### config.mk
export PLATFORM = sky130hd
export DESIGN_NAME = pwm_audio_out_flat
export DESIGN_NICKNAME = d
export VERILOG_FILES = /design/src/rtl/pwm_audio_out_if.sv /design/src/rtl/pwm_audio_out.sv /design/src/flat_wrapper.sv
export SDC_FILE = /design/constraint.sdc
export NUM_CORES = 1
export LEC_CHECK = 0
export ABC_AREA = 1
export BUFFER_PORTS_ARGS = -buffer_cell sky130_fd_sc_hd__buf_2
export CORE_UTILIZATION = 35
export DETAILED_ROUTE_END_ITERATION = 8
export PLACE_DENSITY_LB_ADDON = 0.3
export SLEW_MARGIN = 5
export SYNTH_ARGS = -nofsm -noshare
export SYNTH_HDL_FRONTEND = slang
export SYNTH_SLANG_ARGS = --single-unit
### constraint.sdc
create_clock -name clk -period 3.5 [get_ports clk]
set_input_delay 0.7 -clock clk [delete_from_list [all_inputs] [get_ports clk]]
set_output_delay 0.7 -clock clk [all_outputs]
set_load 0.03 [all_outputs]
### src/rtl/pwm_audio_out_if.sv
// Sample stream from the lowpass filter into the PWM audio stage.
// Transfer on any rising clk edge where in_valid & in_ready.
interface pwm_audio_out_if #(
  parameter int DATA_W = 16
);
  logic [DATA_W-1:0] in_data;
  logic              in_valid;
  logic              in_ready;

  modport master (output in_data, output in_valid, input in_ready);
  modport slave  (input in_data, input in_valid, output in_ready);
endinterface

### src/rtl/pwm_audio_out.sv
// One-entry buffered PWM audio output: each sample plays for REPEAT periods of 2**PWM_BITS clocks.
// Optional build macro PWM_DITHER_EN adds LFSR dither ahead of the duty truncation.
module pwm_audio_out #(
  parameter int DATA_W   = 16,
  parameter int PWM_BITS = 8,
  parameter int REPEAT   = 4
) (
  input  logic            clk,
  input  logic            rst,
  input  logic            en,
  pwm_audio_out_if.slave  s,
  output logic            pwm_out,
  output logic            sample_tick,
  output logic            underrun
);

  localparam int REP_W = (REPEAT > 1) ? $clog2(REPEAT) : 1;
  localparam logic [REP_W-1:0]    REP_LAST = REP_W'(REPEAT - 1);
  localparam logic [PWM_BITS-1:0] CNT_MAX  = '1;

  logic [PWM_BITS-1:0] pwm_cnt;
  logic [REP_W-1:0]    rep_cnt;
  logic [PWM_BITS-1:0] duty;
  logic [DATA_W-1:0]   sample_buf;
  logic                buf_full;
  logic                live;       // low only until the first clock after reset
  logic                period_end;
  logic                frame_end;
  logic                accept;
  logic [PWM_BITS-1:0] next_duty;

  assign period_end = en && (pwm_cnt == CNT_MAX);
  assign frame_end  = period_end && (rep_cnt == REP_LAST);
  assign s.in_ready = en & live & ~buf_full;
  assign accept     = s.in_valid & s.in_ready;

`ifdef PWM_DITHER_EN
  localparam int DITH_W = DATA_W - PWM_BITS;

  logic [15:0]       lfsr;
  logic [DATA_W:0]   dith_sum;
  logic [DATA_W-1:0] dith_sat;

  // Dither lives below the duty LSB; saturate so full scale never wraps to silence.
  always_comb begin
    dith_sum = {1'b0, sample_buf} + {{(DATA_W + 1 - DITH_W){1'b0}}, lfsr[DITH_W-1:0]};
    dith_sat = dith_sum[DATA_W] ? '1 : dith_sum[DATA_W-1:0];
  end

  always_ff @(posedge clk or posedge rst) begin
    if (rst) begin
      lfsr <= 16'hACE1;
    end else if (frame_end) begin
      lfsr <= {lfsr[14:0], lfsr[15] ^ lfsr[13] ^ lfsr[12] ^ lfsr[10]};
    end
  end

  assign next_duty = dith_sat[DATA_W-1 -: PWM_BITS];
`else
  logic unused_buf_lsbs;

  assign unused_buf_lsbs = ^sample_buf[DATA_W-PWM_BITS-1:0];
  assign next_duty       = sample_buf[DATA_W-1 -: PWM_BITS];
`endif

  // NOTE: sequential state uses non-blocking assignments so every register
  // samples the pre-edge values of its neighbours, independent of statement order.
  always_ff @(posedge clk or posedge rst) begin
    if (rst) begin
      pwm_cnt     <= '0;
      rep_cnt     <= '0;
      duty        <= '0;
      // NOTE: the sample buffer is reset too; a discarded sample must never
      // reach the pin, and the flop count is small enough not to matter.
      sample_buf  <= '0;
      buf_full    <= 1'b0;
      live        <= 1'b0;
      pwm_out     <= 1'b0;
      sample_tick <= 1'b0;
      underrun    <= 1'b0;
    end else begin
      live        <= 1'b1;
      sample_tick <= frame_end;
      underrun    <= frame_end & ~buf_full;
      pwm_out     <= en & (pwm_cnt < duty);

      if (!en) begin
        pwm_cnt <= '0;
        rep_cnt <= '0;
      end else begin
        pwm_cnt <= pwm_cnt + 1'b1;
        if (period_end) begin
          rep_cnt <= (rep_cnt == REP_LAST) ? '0 : rep_cnt + 1'b1;
        end
      end

      // A full buffer blocks in_ready, so load and accept never collide.
      if (frame_end && buf_full) begin
        duty     <= next_duty;
        buf_full <= 1'b0;
      end else if (accept) begin
        sample_buf <= s.in_data;
        buf_full   <= 1'b1;
      end
    end
  end

  a_underrun_on_tick : assert property (@(posedge clk) disable iff (rst)
    underrun |-> sample_tick);

  a_quiet_when_disabled : assert property (@(posedge clk) disable iff (rst)
    !en |=> (!pwm_out && !sample_tick && !underrun));

endmodule

### src/flat_wrapper.sv
// flat-port wrapper written by rule: the top's interface ports become plain ports
module pwm_audio_out_flat 
#(
  parameter int DATA_W   = 16,
  parameter int PWM_BITS = 8,
  parameter int REPEAT   = 4
)
  (clk, rst, en, pwm_out, sample_tick, underrun, s_in_data, s_in_valid, s_in_ready);
  pwm_audio_out_if #(.DATA_W(DATA_W)) s_i ();
  input  logic clk;
  input  logic rst;
  input  logic en;
  output logic pwm_out;
  output logic sample_tick;
  output logic underrun;
  input wire logic [$bits(s_i.in_data)-1:0] s_in_data;
  input wire logic [$bits(s_i.in_valid)-1:0] s_in_valid;
  output wire logic [$bits(s_i.in_ready)-1:0] s_in_ready;
  assign s_i.in_data = s_in_data;
  assign s_i.in_valid = s_in_valid;
  assign s_in_ready = s_i.in_ready;
  pwm_audio_out #(.DATA_W(DATA_W), .PWM_BITS(PWM_BITS), .REPEAT(REPEAT)) u_core (.clk(clk), .rst(rst), .en(en), .s(s_i), .pwm_out(pwm_out), .sample_tick(sample_tick), .underrun(underrun));
endmodule
==> results of run 1 <==
## sequential cells by signal, summed over array words and instances (netlist names)
| register | flops |
|---|---|
| u_core.sample_buf | 8 |
| u_core.pwm_out | 1 |
| u_core.pwm_cnt | 8 |
| u_core.buf_full | 1 |
| u_core.sample_tick | 1 |
| u_core.rep_cnt | 2 |
| u_core.duty | 8 |
| u_core.underrun | 1 |
| u_core.live | 1 |
## cell usage in the layout, fill, tap and decap left out, types with 6 or more instances in the layout
cell       n
inv_1     19
nand3_1   21
clkbuf_8   6
a21oi_1    6
ha_1       9
buf_2     15
nor2_1     9
nand2_1   52
dfrtp_1   31
## power breakdown
group / internal, W / switching [W]
clock: 0.000154 / 0.000126
sequential: 0.000412 / 0.0000516
combinational: 0.0000357 / 0.0000556
total: 0.000602 / 0.000233
## kinds of logic (layout without fill, tap and decap cells)
family	after synthesis	in the layout
simple gates	94	94
flops	31	31
buf+inv	22	42
compound gates	13	13
fa+ha+maj	9	9
other cells	1	1
## cell type report
class                   instances  share of cell area
clock buffers                   6              0.0482
clock inverters                 1             0.00292
inverters                      19              0.0416
multi-input cells             117               0.370
flip-flops and latches         31               0.453
well taps                      50              0.0365
repair buffers                 16              0.0482
## worst reg2reg max path, delay by kind of cell, from the launching register on
| kind | cells | cell delay (ps) |
|---|---|---|
| DFF | 1 | 380 |
| and+or+nand+nor | 7 | 790 |
| adders and majority gates | 1 | 180 |
## worst max path at each step
stage	startpoint	slack (ps)	cells after the start	end
final	en	1350	4	s_in_ready
after CTS	en	1330	4	s_in_ready
after floorplan	en	1610	3	s_in_ready
after global placement	en	1340	4	s_in_ready
after global routing	en	1250	4	s_in_ready
after detailed placement	en	1340	4	s_in_ready
## through the flow
stage / hold WS [ps] / cell area [um^2] / worst slack (ps) / utilization
floorplan: 442 / 1500 / 1610 / -
global placement: 456 / 1630 / 1340 / 0.401
detailed placement: 461 / 1630 / 1340 / 0.401
CTS: 477 / 1710 / 1330 / 0.422
global route: 498 / 1710 / 1250 / 0.422
finish: 470 / 1710 / 1350 / 0.422
## metal layers
metal,vias to the layer above,GRT usage,share of wire
li1,576,-,-
met1,500,0.176,0.48
met2,18,0.216,0.46
met3,5,0.0456,0.041
met4,0,0.0638,0.014
met5,-,0,0
==> metrics.yaml, run 1 <==
status:
  status: "finished clean"
clocking:
  clock_sinks: 31
  cts_hold_buffers: 0
  post-cts-setup-buffers: 0
  cts_tree: "yes"
  post_cts_resized: 0
  clkTransAtPathRegs_ps: 60
  cts_root_buf: "clkbuf_8"
  cts.path.max_buffers: 2
  worstSkewPairLatency_ps: 280
  htree_levels: 2
  numCtsBuffers: 5
route:
  post_drt_wl_per_cell_um: 10.5
  vias: 1099
  drtIter0Drc: 46
  dr.pass1.iters: 4
  drc: 0
  wl_um: 2510
  ant_nets: 0
  vias_per_cell: 4.58
worst_setup_path:
  critPathBufInv: 2
  crit_slowest_cell: "buf_2"
  cp.required_ps: 2800
  timing.rr.start: "u_core.pwm_cnt[0]"
  arrival_ps: 1450
  cp-start-kind: "input pin"
  end_kind: "output pin"
  critical-path-top-delay-family: "buffers and inverters"
  path_class: "input pin to output pin"
  cp_cell_sequence: "buf_2, nand2_1, nor2_4, buf_2"
  cp_max_fo: 10
  cpPeakStageDelay_ps: 240
  r2r_cells: 8
  rrSetupSlack_ps: 2040
  worstReg2RegEnd: "u_core.duty[5]"
  cp_common_cell: "buf_2"
grt:
  grt_max_degree: 32
  grt_usage: 0.140
  grt_antenna_before_repair: 0
  grt_first_pass_wirelength_um: 4620
  grt.overflow.total: 0
  grt_pass1_vias: 1037
final_layout:
  fin_cells: 240
  multi_input_area_um2: 633
  drive_gt1_frac: 0.174
  nFillCells: 413
  antenna_cells: 0
  area_growth_syn_to_layout_pct: 14.5
  regArea_um2: 776
  nets: 219
hold_path:
  whs_endpoint: "u_core.duty[0]"
  whs_path_depth: 2
  hold_path_startpoint: "u_core.duty[0]"
  hold_path_class: "flip-flop to flip-flop"
logic_synthesis:
  ys_seq_area_frac: 0.518
  ys_types: 20
  synth.top_cell.area_share: 0.518
  synth_top_flop_cell: "dfrtp_1"
  synth-compound-area-share: 0.0460
  yosys_warnings: 0
  synthXorXnorAreaFrac: 0
  async_flop_share: 1.00
  netlist_top_cells_area: "dfrtp_1 (52%), nand2_1 (13%), ha_1 (7.5%)"
  ys_seq_elements: 31
  synth_mux_area_frac: 0
  synth_area_um2: 1500
  synth_most_common_cell: "nand2_1"
  syn_inst: 170
  synth_edf_count: 0
  synth_top_family_by_area: "simple AND/OR/NAND/NOR gates"
  syn_area_per_cell_um2: 8.80
  netlist_top_cells_count: "nand2_1 (52), dfrtp_1 (31), nand3_1 (21), inv_1 (19)"
  yosys.area_share.simple: 0.299
  syn_nets: 199
  synth-adder-area-share: 0.0753
  yosys.area.top_type: "dfrtp_1"
pwr:
  p_per_area_nw_per_um2: 487
  p_total_w: 0.000835
  p_leak_nw: 0.889
  peakVddDrop_mv: 0.241
floorplan:
  die_w_um: 67.4
  coreArea_um2: 4060
  ios: 24
  rows: 23
  die_area_um2: 4540
  initial_utilization: 0.369
  die_h_um: 67.4
timing:
  setup_viol: 0
  drv_slew: 0
  finalHoldViolCount: 0
  grt_setup_unrepaired: "false"
  fmax_mhz: 464
  period_share: 0.615
  skew_ps: 3.35
  period_needed_ps: 2150
  tns_ps: 0
placed_design:
  placed_cells: 233
  dp_hpwl_um: 1860
  port_buffers: 15
  gp_congestion: 0.790
run:
  drv_cap: 0
(Power assumes the default switching activity.)
==> run 2: changes to the inputs <==
==> constraint.sdc (replaced) <==
create_clock -name clk -period 1.9 [get_ports clk]
set_input_delay 0.38 -clock clk [delete_from_list [all_inputs] [get_ports clk]]
set_output_delay 0.38 -clock clk [all_outputs]
set_load 0.03 [all_outputs]
==> run 2 against run 1 <==
Against the previous run:
- power is 84% higher
- first-iteration DRC count is 4.3% higher
- sequential share of layout area is 0.13 points lower
- clock skew is 2.5 ps higher
- wire length is 0.20% lower
- utilization is 0.12 points higher
- worst hold slack worse by 300 ps
- worst setup slack worse by 1000 ps
- combinational power is 87% higher
- cell count is 0.83% higher
- largest cell class unchanged
==> metrics.yaml, run 2 (synthesis results as in run 1) <==
status:
  status: "finished clean"
clocking:
  cts_root_buf: "clkbuf_8"
  clock_sinks: 31  # unchanged
  post_cts_resized: 0  # unchanged
  post-cts-setup-buffers: 0  # unchanged
  cts_tree: "yes"
  clkTransAtPathRegs_ps: 70  # about the same
  cts_hold_buffers: 0  # unchanged
  cts.path.max_buffers: 2  # unchanged
  htree_levels: 2  # unchanged
  numCtsBuffers: 5  # unchanged
  worstSkewPairLatency_ps: 290  # about the same
grt:
  grt_antenna_before_repair: 0  # unchanged
  grt_max_degree: 32  # unchanged
  grt.overflow.total: 0  # unchanged
  grt_usage: 0.138  # -0.00132
  grt_first_pass_wirelength_um: 4490  # -2.8%
  grt_pass1_vias: 1046  # +0.87%
timing:
  skew_ps: 5.84  # +2.49 ps
  fmax_mhz: 631
  tns_ps: 0  # unchanged
  grt_setup_unrepaired: "false"
  period_share: 0.835
  fin_ws_ps: 314  # -1030 ps
  setup_viol: 0  # unchanged
  drv_slew: 0  # unchanged
  period_needed_ps: 1590
  finalHoldViolCount: 0  # unchanged
floorplan:
  die_area_um2: 4540  # unchanged
  die_w_um: 67.4  # unchanged
  coreArea_um2: 4060  # unchanged
  die_h_um: 67.4  # unchanged
  initial_utilization: 0.369  # unchanged
  rows: 23  # unchanged
  ios: 24  # unchanged
final_layout:
  area_growth_syn_to_layout_pct: 14.8
  mostFrequentLayoutCells: "nand2_1 (52), dfrtp_1 (31), nand3_1 (21), inv_1 (19), buf_2 (15)"
  biggestRegsByFlops: "u_core.duty (8), u_core.pwm_cnt (8), u_core.sample_buf (8)"
  layout_commonest_cell: "nand2_1"
  nets: 220  # +0.46%
  antenna_cells: 0  # unchanged
  finalInstanceArea_um2: 1720  # +0.29%
  fin_util: 0.423  # +0.00123
  drive_gt1_frac: 0.177  # +0.00340
pwr:
  p_total_w: 0.00154  # +84%
  p_per_area_nw_per_um2: 894  # +83%
  peakVddDrop_mv: 0.555  # +130%
  p_leak_nw: 0.889  # about the same
worst_setup_path:
  path_class: "flip-flop to output pin"
  cp.required_ps: 1520  # -1280 ps
  arrival_ps: 1210  # -240 ps
  cp_max_fo: 12  # +2
  end_kind: "output pin"
  cp-start-kind: "flip-flop"
placed_design:
  gp_congestion: 0.754  # -4.6%
  dpl-instance-area_um2: 1630  # +0.46%
  port_buffers: 15  # unchanged
  dp_slack_ps: 457  # -884 ps
  dp_hpwl_um: 1850  # -0.89%
route:
  post_drt_wl_per_cell_um: 10.4  # -1.0%
  drtIter0Drc: 48  # +4.3%
  drc: 0  # unchanged
  ant_nets: 0  # unchanged
  vias: 1078  # -1.9%
  wl_um: 2510  # -0.20%
  dr.pass1.iters: 4  # unchanged
  vias_per_cell: 4.45  # -2.7%
hold_path:
  hold_path_class: "input pin to async pin"
run:
  drv_cap: 0  # unchanged
==> run 2: cell count changes in the layout (fill, tap and decap cells not counted), sizes merged <==
cell and delta:
buf +1, clkinvlp +1
==> run 2: cell type report <==
cell class | instances | area, um^2
repair buffers | 17 | 90.1
well taps | 50 | 62.6
clock inverters | 2 | 12.5
flip-flops and latches | 31 | 776
multi-input cells | 117 | 633
inverters | 19 | 71.3
fillers | 400 | 2340
clock buffers | 6 | 72.6
==> run 2: final timing paths <==
check,start,end,slack [ps],cells past startpoint
worst max-delay path,u_core.buf_full,s_in_ready,310,2
worst min-delay path,rst,u_core.pwm_cnt[5],170,3
worst max register to register,u_core.pwm_cnt[0],u_core.duty[1],470,8
worst min register to register,u_core.duty[0],u_core.duty[0],470,2
max in group asynchronous,rst,u_core.sample_tick,1450,3
min in group clk,s_in_data[13],u_core.sample_buf[13],320,3
==> run 2: worst max-delay path, cell delays in order, from the launching register on <==
cell	delay [ps]
dfrtp_1	540
nor2_4	170
buf_2	200
==> run 2: metal layers <==
metal,part of all wire,track usage,vias to the layer above
li1,-,-,577
met1,0.47,0.157,476
met2,0.47,0.226,18
met3,0.030,0.0355,7
met4,0.030,0.0957,0
met5,0,0,-
==> run 2: power breakdown <==
group / internal [W] / switching [W] / leakage (nW)
clock network: 0.000256 / 0.000257 / 0.0412
logic: 0.0000700 / 0.000101 / 0.434
registers: 0.000759 / 0.0000930 / 0.414
==> run 2: through the flow <==
step	instances	hold slack (ps)
after floorplan	170	442
after global placement	234	456
after detailed placement	234	462
after CTS	242	180
after global routing	242	214
final	242	167
==> run 3: changes to the inputs <==
--- a/config.mk
+++ b/config.mk
@@ -5,7 +5,7 @@
 export SDC_FILE = /design/constraint.sdc
 export NUM_CORES = 1
 export LEC_CHECK = 0
-export ABC_AREA = 1
+export ABC_AREA = 0
 export BUFFER_PORTS_ARGS = -buffer_cell sky130_fd_sc_hd__buf_2
 export CORE_UTILIZATION = 35
 export DETAILED_ROUTE_END_ITERATION = 8
==> constraint.sdc (replaced) <==
create_clock -name clk -period 1.65 [get_ports clk]
set_input_delay 0.33 -clock clk [delete_from_list [all_inputs] [get_ports clk]]
set_output_delay 0.33 -clock clk [all_outputs]
set_load 0.03 [all_outputs]
==> run 3 against run 2 <==
Against the previous run:
- sequential power down 8.7%
- worst hold slack worse by 56 ps
- synthesized cell count down 34%
- power down 8.4%
- non-clock buffer count up 14
- critical endpoint is now u_core.duty[0]
- largest power group unchanged
==> metrics.yaml, run 3 <==
logic_synthesis:
  yosys_warnings: 0  # unchanged
  synth_edf_count: 0  # unchanged
  syn_inst: 113  # -34%
  synth_area_um2: 1420  # -5.0%
  netlist_top_cells_area: "dfrtp_1 (55%), mux2_2 (13%), ha_1 (7.9%)"
  yosys.area_share.simple: 0.130  # -0.169
  ys_seq_elements: 31  # unchanged
  netlist_top_cells_count: "dfrtp_1 (31), mux2_2 (16), inv_1 (10), ha_1 (9)"
  async_flop_share: 1.00  # unchanged
  synth_mux_area_frac: 0.141  # +0.141
  synthXorXnorAreaFrac: 0.0185  # +0.0185
  synth_most_common_cell: "dfrtp_1"
  syn_area_per_cell_um2: 12.6  # +43%
  ys_types: 31  # +55%
  yosys.area.top_type: "dfrtp_1"
  syn_nets: 142  # -29%
  synth-adder-area-share: 0.0792  # +0.00397
  synth_top_family_by_area: "multiplexers"
  synth-compound-area-share: 0.0563  # +0.0104
  synth.top_cell.area_share: 0.546  # +0.0274
  ys_seq_area_frac: 0.546  # +0.0274
  synth_top_flop_cell: "dfrtp_1"
route:
  drc: 0  # unchanged
  dr.pass1.iters: 4  # unchanged
  wl_um: 2870  # +15%
  post_drt_wl_per_cell_um: 14.5  # +40%
  vias: 990  # -8.2%
  drtIter0Drc: 32  # -33%
  vias_per_cell: 5.00  # +12%
  ant_nets: 0  # unchanged
timing:
  fmax_mhz: 607
  fin_ws_ps: 3.89  # -310 ps
  period_share: 0.998
  period_needed_ps: 1650
  drv_slew: 0  # unchanged
  grt_setup_unrepaired: "true"
  setup_viol: 0  # unchanged
  skew_ps: 4.07  # -1.77 ps
  finalHoldViolCount: 0  # unchanged
floorplan:
  coreArea_um2: 3770  # -7.1%
  die_w_um: 65.7  # -2.5%
  die_h_um: 65.7  # -2.5%
  rows: 22  # -4.3%
  ios: 24  # unchanged
  die_area_um2: 4320  # -4.9%
  initial_utilization: 0.377  # +0.00811
worst_setup_path:
  crit_slowest_cell: "dfrtp_1"
  path_class: "flip-flop to flip-flop"
  end_kind: "flip-flop"
  critical-path-top-delay-family: "flip-flops"
  crit_cells: 6  # +4
  r2r_cells: 6  # -2
  arrival_ps: 1810  # +600 ps
  cp_cell_sequence: "ha_4, nand3_4, nor4_4, buf_4, clkbuf_16, mux2_4"
  cp_max_fo: 4  # -8
  critPathBufInv: 2  # +1
  cpPeakStageDelay_ps: 390  # -150 ps
  cp.required_ps: 1820  # +300 ps
  cp-start-kind: "flip-flop"
clocking:
  htree_levels: 2  # unchanged
  cts_tree: "yes"
  worstSkewPairLatency_ps: 280  # about the same
  cts_hold_buffers: 0  # unchanged
  numCtsBuffers: 5  # unchanged
  clock_sinks: 31  # unchanged
  cts.path.max_buffers: 2  # unchanged
  clkTransAtPathRegs_ps: 60  # about the same
  cts_root_buf: "clkbuf_8"
grt:
  grt_max_degree: 32  # unchanged
  grt_usage: 0.157  # +0.0184
  grt_antenna_before_repair: 0  # unchanged
  grt_first_pass_wirelength_um: 4830  # +7.7%
  grt.overflow.total: 0  # unchanged
  grt_pass1_vias: 1005  # -3.9%
final_layout:
  drive_gt1_frac: 0.420  # +0.243
  fin_util: 0.496  # +0.0726
  layout_commonest_cell: "dfrtp_1"
  biggestRegsByFlops: "u_core.duty (8), u_core.pwm_cnt (8), u_core.sample_buf (8)"
  mostFrequentLayoutCells: "dfrtp_1 (31), buf_2 (15), buf_4 (12), inv_1 (10)"
  nets: 180  # -18%
  area_growth_syn_to_layout_pct: 31.6
  finalInstanceArea_um2: 1870  # +8.9%
  antenna_cells: 0  # unchanged
placed_design:
  dpl-instance-area_um2: 1660  # +1.5%
  dp_hpwl_um: 1900  # +2.7%
  port_buffers: 15  # unchanged
  gp_congestion: 0.758  # +0.50%
  dp_slack_ps: -64.6  # -521 ps
pwr:
  p_leak_nw: 0.913  # +2.7%
  peakVddDrop_mv: 0.465  # -16%
  p_per_area_nw_per_um2: 752  # -16%
  p_total_w: 0.00141  # -8.4%
run:
  drv_cap: 0  # unchanged
hold_path:
  hold_path_class: "input pin to async pin"
status:
  status: "finished clean"
-- run 3: changes by cell type in the layout (fill, tap and decap cells not counted), moves of 5 or more --
| cell | delta |
|---|---|
| nor2_1 | -5 |
| inv_1 | -9 |
| nand3_1 | -20 |
| buf_4 | +10 |
| mux2_4 | +8 |
| mux2_2 | +8 |
| nand2_1 | -47 |
| nor2_4 | -5 |
-- run 3: metrics by stage --
step	hold WS, ps	TNS, ps	cells
3_5_place_dp	432	-64.6	186
5_1_grt	155	-361	198
4_1_cts	130	0	192
6_report	111	0	198
3_3_place_gp	422	0	186
2_1_floorplan	428	0	113
-- run 3: area by class of cell --
class                           instances  area (um^2)
Fill cell                             360         1900
Tap cell                               48         60.1
Multi-Input combinational cell         72          674
Inverter                               10         37.5
Clock buffer                            6         72.6
Sequential cell                        31          776
Timing Repair Buffer                   31          250
-- run 3: power by group --
| group | switching, W | total (W) | leakage (nW) | internal (W) |
|---|---|---|---|---|
| sequential | 0.00000805 | 0.000778 | 0.423 | 0.000770 |
| clock | 0.000265 | 0.000545 | 0.0371 | 0.000280 |
| combinational | 0.0000470 | 0.0000846 | 0.453 | 0.0000376 |
| total | 0.000320 | 0.00141 | 0.913 | 0.00109 |
-- run 3: what timing repair did --
item                       in CTS  in global routing
resized for setup               2                 15
setup endpoints to repair       1                 11
gates cloned                    0                  1
buffers inserted                0                  5
pin swaps                       0                  5
-- run 3: worst register-to-register path: cells and delay by family, from the launching register on --
kind          cells  cell delay [ps]
fa+ha+maj         1              180
buf+inv           2              320
flops             1              390
mux               1              290
simple gates      2              360
-- run 3: worst paths after layout --
path | from | endpoint | slack (ps)
worst max register to register | u_core.pwm_cnt[1] | u_core.duty[0] | 4
worst min register to register | u_core.buf_full | u_core.underrun | 450
min in group clk | s_in_data[12] | u_core.sample_buf[12] | 280
worst min-delay path | rst | u_core.sample_buf[9] | 110
worst max-delay path | u_core.pwm_cnt[1] | u_core.duty[0] | 4
max in group asynchronous | rst | u_core.duty[1] | 1240
-- run 3: cell families (layout without fill, tap and decap cells) --
| kind of cell | Yosys count | in the layout |
|---|---|---|
| AO/OA/AOI/OAI | 13 | 13 |
| other | 1 | 1 |
| XOR/XNOR | 3 | 3 |
| adder cells (fa/ha/maj) | 9 | 9 |
| flip-flops | 31 | 31 |
| multiplexers | 18 | 18 |
| buffers and inverters | 10 | 47 |
| AND/OR/NAND/NOR | 28 | 28 |
-- run 3: per-layer routing --
| layer | routed length (um) | vias up | GRT usage |
|---|---|---|---|
| met3 | 105 | 5 | 0.0521 |
| met2 | 1410 | 19 | 0.247 |
| met5 | 0 | - | 0 |
| met4 | 51 | 0 | 0.0897 |
| li1 | - | 468 | - |
| met1 | 1310 | 498 | 0.184 |
